<file path="config.mk">
export PLATFORM = sky130hd
export DESIGN_NAME = pin_io_sync_flat
export DESIGN_NICKNAME = d
export VERILOG_FILES = /design/src/rtl/pin_io_sync_if.sv /design/src/rtl/pin_io_sync.sv /design/src/flat_wrapper.sv
export SDC_FILE = /design/constraint.sdc
export NUM_CORES = 1
export LEC_CHECK = 0
export BUFFER_PORTS_ARGS = -buffer_cell sky130_fd_sc_hd__buf_4
export CORE_UTILIZATION = 38
export CTS_CLUSTER_DIAMETER = 120
export DETAILED_ROUTE_END_ITERATION = 12
export PLACE_DENSITY = 0.79
export REMOVE_ABC_BUFFERS = 1
export SETUP_SLACK_MARGIN = 0.15
export SYNTH_ARGS = -nofsm -noshare
export SYNTH_HDL_FRONTEND = slang
export SYNTH_SLANG_ARGS = --single-unit
</file>
<file path="constraint.sdc">
create_clock -name clock_80 -period 0.8 [get_ports clock_80]
set_input_delay 0.08 -clock clock_80 [delete_from_list [all_inputs] [get_ports clock_80]]
set_output_delay 0.08 -clock clock_80 [all_outputs]
set_load 0.01 [all_outputs]
</file>
<file path="src/rtl/pin_io_sync_if.sv">
// Pin bundle between the core/board side and the pin_io_sync front end.
// master = core + pads, slave = pin_io_sync.
interface pin_io_sync_if #(
   parameter int NUM_PINS = 32
);
   logic [NUM_PINS-1:0] pin_out;
   logic [NUM_PINS-1:0] pin_dir;
   logic [NUM_PINS-1:0] pad_in;
   logic [NUM_PINS-1:0] pad_out;
   logic [NUM_PINS-1:0] pad_oe;
   logic [NUM_PINS-1:0] prop_in;
   logic [NUM_PINS-1:0] rise;
   logic [NUM_PINS-1:0] fall;

   modport master (
      output pin_out, pin_dir, pad_in,
      input  pad_out, pad_oe, prop_in, rise, fall
   );

   modport slave (
      input  pin_out, pin_dir, pad_in,
      output pad_out, pad_oe, prop_in, rise, fall
   );
endinterface

</file>
<file path="src/rtl/pin_io_sync.sv">
// Pad I/O front end: synchronises pad inputs into clock_80, bypasses for driven pins,
// and produces rise/fall pulses. Optional glitch filter built with macro PIN_FILTER_EN.
module pin_io_sync #(
   parameter int                  NUM_PINS      = 32,
   parameter int                  SYNC_STAGES   = 2,
   parameter logic [NUM_PINS-1:0] INIT          = '0,
   parameter int                  FILTER_CYCLES = 4
) (
   input logic          clock_80,
   input logic          res,
   pin_io_sync_if.slave pins
);

   if (SYNC_STAGES < 2 || SYNC_STAGES > 4) begin : g_bad_sync
      $error("pin_io_sync: SYNC_STAGES must be in 2..4");
   end
   if (FILTER_CYCLES < 1) begin : g_bad_filter
      $error("pin_io_sync: FILTER_CYCLES must be >= 1");
   end

   logic [SYNC_STAGES-1:0][NUM_PINS-1:0] sync_q, sync_d;
   logic [NUM_PINS-1:0]                  prev_q, prev_d;
   logic [NUM_PINS-1:0]                  s_last;
   logic [NUM_PINS-1:0]                  din;

   always_comb begin
      sync_d    = sync_q;
      sync_d[0] = pins.pad_in;
      for (int k = 1; k < SYNC_STAGES; k++) begin
         sync_d[k] = sync_q[k-1];
      end
   end

   assign s_last = sync_q[SYNC_STAGES-1];

`ifdef PIN_FILTER_EN
   localparam int CW = $clog2(FILTER_CYCLES + 1);

   logic [NUM_PINS-1:0]          filt_q, filt_d;
   logic [NUM_PINS-1:0][CW-1:0]  cnt_q, cnt_d;

   // A pin's filtered value only moves after s_last has disagreed with it for
   // FILTER_CYCLES consecutive clocks; any agreement restarts the window.
   always_comb begin
      filt_d = filt_q;
      cnt_d  = cnt_q;
      for (int i = 0; i < NUM_PINS; i++) begin
         if (s_last[i] == filt_q[i]) begin
            cnt_d[i] = '0;
         end else if (cnt_q[i] == CW'(FILTER_CYCLES - 1)) begin
            filt_d[i] = s_last[i];
            cnt_d[i]  = '0;
         end else begin
            cnt_d[i] = cnt_q[i] + 1'b1;
         end
      end
   end

   always_ff @(posedge clock_80) begin
      if (res) begin
         filt_q <= INIT;
         cnt_q  <= '0;
      end else begin
         filt_q <= filt_d;
         cnt_q  <= cnt_d;
      end
   end

   assign din = filt_q;
`else
   assign din = s_last;
`endif

   // prev follows din even for output pins, so a direction switch never fakes an edge.
   always_comb begin
      prev_d = din;
   end

   always_ff @(posedge clock_80) begin
      if (res) begin
         sync_q <= {SYNC_STAGES{INIT}};
         prev_q <= INIT;
      end else begin
         sync_q <= sync_d;
         prev_q <= prev_d;
      end
   end

   assign pins.pad_out = pins.pin_out;
   assign pins.pad_oe  = pins.pin_dir;
   assign pins.prop_in = (pins.pin_dir & pins.pin_out) | (~pins.pin_dir & din);
   assign pins.rise    =  din & ~prev_q & ~pins.pin_dir;
   assign pins.fall    = ~din &  prev_q & ~pins.pin_dir;

endmodule

</file>
<file path="src/flat_wrapper.sv">
// flat-port wrapper written by rule: the top's interface ports become plain ports
module pin_io_sync_flat 
#(
   parameter int                  NUM_PINS      = 32,
   parameter int                  SYNC_STAGES   = 2,
   parameter logic [NUM_PINS-1:0] INIT          = '0,
   parameter int                  FILTER_CYCLES = 4
)
  (clock_80, res, pins_pin_out, pins_pin_dir, pins_pad_in, pins_pad_out, pins_pad_oe, pins_prop_in, pins_rise, pins_fall);
  pin_io_sync_if #(.NUM_PINS(NUM_PINS)) pins_i ();
  input logic clock_80;
  input logic res;
  input wire logic [$bits(pins_i.pin_out)-1:0] pins_pin_out;
  input wire logic [$bits(pins_i.pin_dir)-1:0] pins_pin_dir;
  input wire logic [$bits(pins_i.pad_in)-1:0] pins_pad_in;
  output wire logic [$bits(pins_i.pad_out)-1:0] pins_pad_out;
  output wire logic [$bits(pins_i.pad_oe)-1:0] pins_pad_oe;
  output wire logic [$bits(pins_i.prop_in)-1:0] pins_prop_in;
  output wire logic [$bits(pins_i.rise)-1:0] pins_rise;
  output wire logic [$bits(pins_i.fall)-1:0] pins_fall;
  assign pins_i.pin_out = pins_pin_out;
  assign pins_i.pin_dir = pins_pin_dir;
  assign pins_i.pad_in = pins_pad_in;
  assign pins_pad_out = pins_i.pad_out;
  assign pins_pad_oe = pins_i.pad_oe;
  assign pins_prop_in = pins_i.prop_in;
  assign pins_rise = pins_i.rise;
  assign pins_fall = pins_i.fall;
  pin_io_sync #(.NUM_PINS(NUM_PINS), .SYNC_STAGES(SYNC_STAGES), .INIT(INIT), .FILTER_CYCLES(FILTER_CYCLES)) u_core (.clock_80(clock_80), .res(res), .pins(pins_i));
endmodule
</file>
==> results of run 1 <==
==> per-layer routing <==
metal	up-vias	routed length [um]	GRT usage, %
met3	8	600	4.15
met4	0	89	4.97
met5	-	0	0
met2	139	5490	33.8
li1	1576	-	-
met1	1506	3450	16.8
==> flip-flops by register name, summed over array words and instances (netlist names) <==
name,cells
u_core.sync_d,32
u_core.prev_q,32
u_core.din,32
==> power by group <==
| group | internal (mW) | switching [mW] |
|---|---|---|
| logic | 1.23 | 0.731 |
| registers | 4.97 | 0.117 |
| clock network | 1.43 | 1.59 |
| total | 7.63 | 2.44 |
==> logic make-up after synthesis <==
family | count (synthesis) | share of synthesized area, %
flip-flops | 96 | 49.0
AND/OR/NAND/NOR | 160 | 27.6
buffers and inverters | 74 | 14.2
multiplexers | 32 | 9.19
==> area by class of cell <==
type	instances	area, um^2
clock buffer	10	128
clock inverter	5	58.8
sequential	96	2020
tap	133	166
timing repair buffer	291	2430
multi-input combinational	192	1860
fill	716	3240
==> final timing paths <==
kind,to,start
min,u_core.prev_q[28]$_SDFF_PP0_,res
min reg2reg,u_core.din[15]$_SDFF_PP0_,u_core.sync_d[47]$_SDFF_PP0_
max reg2reg,u_core.prev_q[30]$_SDFF_PP0_,u_core.din[30]$_SDFF_PP0_
max,pins_prop_in[6],u_core.din[6]$_SDFF_PP0_
==> metrics by stage <==
stage          hold slack (ns)  power (mW)  util (%)
2_1_floorplan            0.152        5.57         -
3_3_place_gp             0.290        6.74      55.5
3_5_place_dp             0.294        6.78      55.5
4_1_cts                  0.142        10.1      66.0
5_1_grt                  0.153        10.5      67.3
6_report                 0.154        10.1      67.3
==> timing repair <==
item                                    in CTS  in global routing
pin swaps                                   26                  1
hold buffers                                32                  0
gates resized for setup                    163                 34
hold endpoints to repair                    32                  0
endpoints found under the setup margin      96                 98
==> synth_stat cells (all sizes together) <==
cell type  instances
nor2b             96
buf               74
nor3b             64
mux2              32
dfxtp             96
==> placed cells by master (no fill, tap or decap), types with 2 or more instances in the layout <==
master,instances
dlymetal6s4s_1,2
dfxtp_2,56
buf_4,220
mux2_2,18
nor3b_4,8
clkinvlp_4,2
dfxtp_1,32
mux2_4,14
dlygate4sd3_1,30
buf_12,2
buf_6,37
dfxtp_4,8
nor3b_2,56
nor2b_1,96
clkbuf_8,9
==> reports/results.ini, run 1 <==
[cells_and_area]
nets=688
drive_above_1_share_pct=72.9
postLayoutCellArea_um2=6670
stdcell_count=727
syn_to_final_growth_pct=70.2
num_antenna_cells=0

[setup_path]
worst-path-buf-inv=1
crit_type=reg2out
r2r_slack_ns=0.20
path_delay_family=flip-flops
required_ns=0.72
critPathMaxStageDelay_ns=0.35
cp-end-kind=output pin
cp.arrival_ns=1.11
crit_fanout=4
r2r_cells=1
startpoint_type=register
cp_cell_sequence=mux2_2 -> buf_6
cp_slowest_cell=dfxtp_2
crit_cells=2

[outcome]
status=finished, violations left
violations=setup timing

[die]
io_pins=258
die_w_um=104
core_area_um2=9910
rows=36
die_area_um2=10700
start_util_pct=39.6
die_h_um=104

[place]
port_buffers=257
dp.cells=680
gp_congestion=0.781
post_dp_cell_area_um2=5500
post-place-ws_ns=-0.0682
dp_hpwl_mm=6.27

[routing]
wl_per_cell_um=13.2
post-route-drc-count=0
ant_nets=0
drt_iter0_markers=47
vias_per_cell=4.44
routed-via-count=3229
drt_first_pass_iters=4
routed_wirelength_mm=9.63

[timing]
period_needed_ns=1.19
worst_clock_skew_ns=0.0120
slew_headroom_pct=86.1
finalCritPeriodShare_pct=149
setup_ws_ns=-0.390
max_freq_mhz=841
maxSlewViolCount=0
setup_tns_ns=-29.31
worst_pin_slew_ns=0.209
rsz0062_at_grt=true
timing.final.hold_violations=0
finalSetupViolCount=96

[clock_tree]
clk_pin_slew_ns=0.09
clockBufferDepth=2
cts.sink_count=96
htreeDepth=3
postCtsSetupBuffers=0
cts_inserted_buffers=9
worst_skew_pair.late_latency_ns=0.34
root_buffer=clkbuf_8
cts_tree=done

[pwr]
power.density_nw_per_um2=1510
power_leakage_nw=3.04
peakVddDrop_uv=1050

[yosys]
synth_area_leaders=dfxtp_1 (49%), nor2b_1 (15%), buf_4 (12%)
synth_seq_cells=96
synth_area_um2=3920
synth_cell_types=7
synth_cells=362
synth_top_cell_by_area=dfxtp_1
synth_warnings=0
yosysTopAreaCellShare_pct=49.0
syn_area_per_cell_um2=10.8
ys_seq_area_share_pct=49.0

[grt]
grt_max_degree=51
overflow=0
antenna_found_initial=0
grt_pass1_wl_mm=14.9
grt_usage_pct=16.9
grt_pass1_vias=3207

[worst_hold_path]
hold_depth=3
min_path_type=in2reg

[job]
maxCapViolCount=0

(Power assumes the default switching activity.)
==> run 2: changes to the inputs <==
CTS_BUF_LIST = sky130_fd_sc_hd__clkbuf_16   (was not set)
==> run 2 against run 1 <==
  * The flow still finishes with violations (setup timing)
  * Final cell count unchanged
  * Routed wire length up 4.1%
  * Power grew 11%
  * Global-route usage rose by 0.41 points
  * Fmax rose by 1.6%
  * Combinational power grew 2%
  * Register-to-register slack about the same
  * Setup slack improved by 0.019 ns
  * Critical path type unchanged
==> reports/results.ini, run 2 (synthesis gave the netlist of run 1 again) <==
[routing]
wl_per_cell_um=13.8  ; was 13.2 um
vias_per_cell=4.49  ; was 4.44
routed-via-count=3266  ; was 3,229
drt_first_pass_iters=4  ; unchanged
drt_iter0_markers=94  ; was 47
ant_nets=0  ; unchanged
post-route-drc-count=0  ; unchanged
routed_wirelength_mm=10.0  ; was 9.63 mm

[grt]
busiest_layer=met2  ; unchanged
antenna_found_initial=0  ; unchanged
grtUsageMet2_pct=34.9  ; was 33.8%
overflow=0  ; unchanged
grt_pass1_vias=3234  ; was 3,207
grt_max_degree=51  ; unchanged
grt_util_met3_pct=4.15  ; unchanged
grt_pass1_wl_mm=15.2  ; was 14.9 mm
grt_usage_pct=17.3  ; was 16.9%
use_met1_pct=17.3  ; was 16.8%

[die]
die_area_um2=10700  ; unchanged
core_area_um2=9910  ; unchanged
die_w_um=104  ; unchanged
start_util_pct=39.6  ; unchanged
rows=36  ; unchanged
die_h_um=104  ; unchanged
io_pins=258  ; unchanged

[timing]
timing.final.hold_violations=0  ; unchanged
rsz0062_at_grt=true  ; unchanged
finalCritPeriodShare_pct=146  ; was 149%
whs_ns=0.149  ; was 0.154 ns
setup_tns_ns=-27.53  ; was -29.31 ns
setup_ws_ns=-0.370  ; was -0.390 ns
finalSetupViolCount=96  ; unchanged
period_needed_ns=1.17  ; was 1.19 ns
max_freq_mhz=854  ; was 841 MHz
worst_clock_skew_ns=0.00824  ; was 0.0120 ns
maxSlewViolCount=0  ; unchanged
worst_pin_slew_ns=0.209  ; about the same
slew_headroom_pct=86.0  ; was 86.1%

[worst_hold_path]
min_path_type=in2reg  ; unchanged

[setup_path]
required_ns=0.72  ; about the same
cp.arrival_ns=1.09  ; was 1.11 ns
startpoint_type=register  ; unchanged
cp-end-kind=output pin  ; unchanged
crit_type=reg2out  ; unchanged
crit_fanout=4  ; unchanged

[pwr]
power.density_nw_per_um2=1630  ; was 1510 nW/um^2
power_leakage_nw=3.25  ; was 3.04 nW
total_power_mw=11.2  ; was 10.1 mW
peakVddDrop_uv=1310  ; was 1050 uV

[clock_tree]
cts.sink_count=96  ; unchanged
root_buffer=clkbuf_16  ; was clkbuf_8
clk_pin_slew_ns=0.07  ; was 0.09 ns
htreeDepth=3  ; unchanged
cts_tree=done  ; unchanged
clockBufferDepth=2  ; unchanged
cts_inserted_buffers=9  ; unchanged
worst_skew_pair.late_latency_ns=0.32  ; was 0.34 ns
postCtsSetupBuffers=0  ; unchanged

[place]
gp_congestion=0.781  ; unchanged
dp.cells=680  ; unchanged
dp_hpwl_mm=6.27  ; unchanged
port_buffers=257  ; unchanged

[cells_and_area]
multiInputGateArea_um2=1900  ; was 1860 um^2
regArea_um2=2030  ; was 2020 um^2
num_antenna_cells=0  ; unchanged
final_common_cell=buf_4  ; unchanged
filler_cell_count=687  ; was 716
final_util_pct=69.4  ; was 67.3%
stdcell_count=727  ; unchanged
drive_above_1_share_pct=73.1  ; was 72.9%
syn_to_final_growth_pct=75.4  ; was 70.2%
final_cell_mix=buf_4 (217), nor2b_1 (95), dfxtp_2 (52)  ; was buf_4 (220), nor2b_1 (96), nor3b_2 (56), dfxtp_2 (56), buf_6 (37)
nets=688  ; unchanged

[outcome]
status=finished, violations left  ; unchanged
violations=setup timing  ; unchanged

[job]
maxCapViolCount=0  ; unchanged

## run 2: cell types whose count changed in the layout (fill, tap and decap cells not counted), moves of 4 or more
cell            change
clkbuf_16           +9
clkbuf_8            -9
dfxtp_2             -4
dfxtp_4             +4
dlygate4sd3_1      -17
dlymetal6s4s_1     +17
nor3b_2             -5
nor3b_4             +5
## run 2: metal layers
layer,up-vias,share of wire (%)
li1,1578,-
met1,1537,35
met2,141,58
met3,10,5.4
met4,0,1.3
met5,-,0
## run 2: cell type report
cell class,count,share of cell area (%)
timing repair buffer,291,36.2
sequential,96,29.5
multi-input combinational,192,27.7
clock buffer,9,3.28
tap,133,2.42
clock inverter,6,0.910
## run 2: repair_timing
item                                   in CTS  in global routing
cloned                                      0                  0
hold buffers                               32                  1
pin swaps                                  27                  2
resized for setup                         164                 64
setup endpoints to repair                  96                118
endpoints found under the hold margin      32                  1
## run 2: worst max-delay path, stage by stage (launching register included)
cell and delay (ns):
dfxtp_2 0.34, mux2_2 0.29, buf_6 0.13
## run 2: worst paths after layout
kind / startpoint / to / slack, ns / cells past startpoint
max: u_core.din[6]$_SDFF_PP0_ / pins_prop_in[6] / -0.37 / 2
min: pins_pad_in[17] / u_core.sync_d[49]$_SDFF_PP0_ / 0.15 / 3
max reg2reg: u_core.din[9]$_SDFF_PP0_ / u_core.prev_q[9]$_SDFF_PP0_ / 0.19 / 1
min reg2reg: u_core.sync_d[47]$_SDFF_PP0_ / u_core.din[15]$_SDFF_PP0_ / 0.43 / 1
## run 2: report_power, final
group | switching (mW) | internal, mW
clock network | 1.71 | 2.39
logic | 0.742 | 1.26
registers | 0.123 | 4.97
total | 2.57 | 8.62
## run 2: stage by stage
stage / instance area (um^2) / setup slack (ns)
after floorplan: 3360 / 0.0697
final: 6880 / -0.370
after global placement: 5500 / -0.0512
after CTS: 6650 / -0.359
after global routing: 6880 / -0.400
after detailed placement: 5500 / -0.0682
==> run 3: changes to the inputs <==
BUFFER_PORTS_ARGS = not set   (was -buffer_cell sky130_fd_sc_hd__buf_4)
CORE_AREA = 2 2 101 103   (was not set)
CORE_UTILIZATION = not set   (was 38)
DIE_AREA = 0 0 103 105   (was not set)
DONT_BUFFER_PORTS = 1   (was not set)
PLACE_DENSITY = 0.6   (was 0.79)
RECOVER_POWER = 25   (was not set)
TNS_END_PERCENT = 20   (was not set)
==> run 3 against run 2 <==
  * The flow finishes with violations (hold timing, setup timing)
  * Non-clock buffer count is 195 lower
  * Fmax grew 4.5%
  * Die area up 0.79%
  * Clock power about the same
==> reports/results.ini, run 3 (synthesis gave the netlist of run 1 again) <==
[outcome]
status=finished, violations left  ; unchanged
violations=hold timing, setup timing  ; was setup timing

[clock_tree]
cts_hold_buf=32  ; unchanged
htreeDepth=3  ; unchanged
worst_skew_pair.late_latency_ns=0.33  ; was 0.32 ns
postCtsSetupBuffers=0  ; unchanged
cts_tree=done  ; unchanged
cts.sink_count=96  ; unchanged
clk_pin_slew_ns=0.06  ; was 0.07 ns
clockBufferDepth=2  ; unchanged
cts_inserted_buffers=9  ; unchanged
root_buffer=clkbuf_16  ; unchanged

[cells_and_area]
postLayoutCellArea_um2=5210  ; was 6880 um^2
num_antenna_cells=0  ; unchanged
nets=493  ; was 688
syn_to_final_growth_pct=32.9  ; was 75.4%
final_common_cell=nor2b_1  ; was buf_4
final_cell_mix=nor2b_1 (96), buf_4 (58), dfxtp_2 (57)  ; was buf_4 (217), nor2b_1 (95), dfxtp_2 (52)
final_util_pct=54.0  ; was 69.4%
drive_above_1_share_pct=59.4  ; was 73.1%

[setup_path]
cp.arrival_ns=1.04  ; was 1.09 ns
startpoint_type=register  ; unchanged
crit_fanout=4  ; unchanged
r2r_cells=1  ; unchanged
r2r_end=u_core.prev_q[2]$_SDFF_PP0_  ; was u_core.prev_q[9]$_SDFF_PP0_
worstSetupEndpoint=pins_rise[15]  ; was pins_prop_in[6]
reg2reg_from=u_core.din[2]$_SDFF_PP0_  ; was u_core.din[9]$_SDFF_PP0_
crit_type=reg2out  ; unchanged
critPathLaunch=u_core.din[15]$_SDFF_PP0_  ; was u_core.din[6]$_SDFF_PP0_
required_ns=0.72  ; about the same
r2r_slack_ns=0.21  ; was 0.19 ns
cp-end-kind=output pin  ; unchanged

[timing]
rsz0062_at_grt=true  ; unchanged
max_freq_mhz=892  ; was 854 MHz
setup_ws_ns=-0.321  ; was -0.370 ns
finalSetupViolCount=96  ; unchanged
whs_ns=-0.185  ; was 0.149 ns
period_needed_ns=1.12  ; was 1.17 ns
worst_pin_slew_ns=0.179  ; was 0.209 ns
setup_tns_ns=-23.79  ; was -27.53 ns
finalCritPeriodShare_pct=140  ; was 146%
slew_headroom_pct=88.1  ; was 86.0%
worst_clock_skew_ns=0.00470  ; was 0.00824 ns
timing.final.hold_violations=64  ; was 0
maxSlewViolCount=0  ; unchanged

[die]
die_h_um=105  ; was 104 um
die_w_um=103  ; was 104 um
rows=36  ; unchanged
start_util_pct=40.7  ; was 39.6%
core_area_um2=9640  ; was 9910 um^2
io_pins=258  ; unchanged
die_area_um2=10800  ; was 10,700 um^2

[place]
post_dp_cell_area_um2=4010  ; was 5500 um^2
dp_hpwl_mm=4.89  ; was 6.27 mm
gp_congestion=0.732  ; was 0.781
port_buffers=0  ; was 257
post-place-ws_ns=-0.110  ; was -0.0682 ns

[routing]
vias_per_cell=4.73  ; was 4.49
wl_per_cell_um=14.7  ; was 13.8 um
routed_wirelength_mm=7.81  ; was 10.0 mm
routed-via-count=2516  ; was 3,266
post-route-drc-count=0  ; unchanged
drt_first_pass_iters=4  ; unchanged
drt_iter0_markers=45  ; was 94
ant_nets=0  ; unchanged

[worst_hold_path]
min_path_type=in2reg  ; unchanged

[pwr]
peakVddDrop_uv=967  ; was 1310 uV
switching_share_pct=20.7  ; was 23.0%
combinationalPowerShare_pct=7.8  ; was 17.9%
power.density_nw_per_um2=1910  ; was 1630 nW/um^2
pwr-share-seq_pct=51.1  ; was 45.5%
intPower_mw=7.91  ; was 8.62 mW
power_frac_clock_pct=41.1  ; was 36.6%
power_leakage_nw=2.16  ; was 3.25 nW
p_switching_mw=2.07  ; was 2.57 mW

[grt]
grt_usage_pct=13.5  ; was 17.3%
grt_pass1_wl_mm=11.5  ; was 15.2 mm
grt_max_degree=97  ; was 51
overflow=0  ; unchanged
antenna_found_initial=0  ; unchanged
grt_pass1_vias=2502  ; was 3,234

[job]
maxCapViolCount=0  ; unchanged

run 3: worst min-delay path by stage:
stage	startpoint	slack [ns]	endpoint	cells after the start
finish	res	-0.18	u_core.prev_q[0]$_SDFF_PP0_	1
detailed placement	res	0.16	u_core.sync_d[60]$_SDFF_PP0_	1
global placement	res	0.16	u_core.din[0]$_SDFF_PP0_	1
CTS	res	-0.20	u_core.prev_q[28]$_SDFF_PP0_	1
global route	res	-0.21	u_core.prev_q[28]$_SDFF_PP0_	1
floorplan	res	0.15	u_core.din[0]$_SDFF_PP0_	1
run 3: per-stage QoR:
stage,instances,power (mW)
finish,532,9.97
global route,532,10.4
CTS,532,10.1
detailed placement,485,5.73
global placement,485,5.72
floorplan,288,5.57
run 3: critical path, cell delays in order (launching register included):
cell and delay (ns):
dfxtp_4 0.36, nor3b_4 0.20, buf_4 0.15
run 3: repair_timing:
item / CTS / global route
pin swaps: 24 / 4
endpoints found under the setup margin: 96 / 96
hold endpoints to repair: 96 / 64
gates resized for setup: 135 / 40
run 3: power groups by stage:
stage | sequential, mW | combinational (mW) | clock [mW]
detailed placement | 5.17 | 0.565 | 0
finish | 5.10 | 0.779 | 4.09
CTS | 5.10 | 0.743 | 4.28
global route | 5.12 | 0.837 | 4.44
floorplan | 5.14 | 0.431 | 0
global placement | 5.16 | 0.559 | 0
run 3: routing by layer:
| layer | GRT usage, % | wire, um | vias up |
|---|---|---|---|
| met5 | 0 | 0 | - |
| met4 | 6.20 | 121 | 0 |
| met3 | 3.48 | 642 | 11 |
| met2 | 26.0 | 4330 | 134 |
| met1 | 12.9 | 2710 | 1188 |
| li1 | - | - | 1183 |
run 3: area by class of cell:
class / count / area, um^2
fillers: 840 / 4430
flip-flops and latches: 96 / 2020
multi-input cells: 192 / 1910
repair buffers: 96 / 823
clock buffers: 9 / 225
well taps: 133 / 166
clock inverters: 6 / 61.3
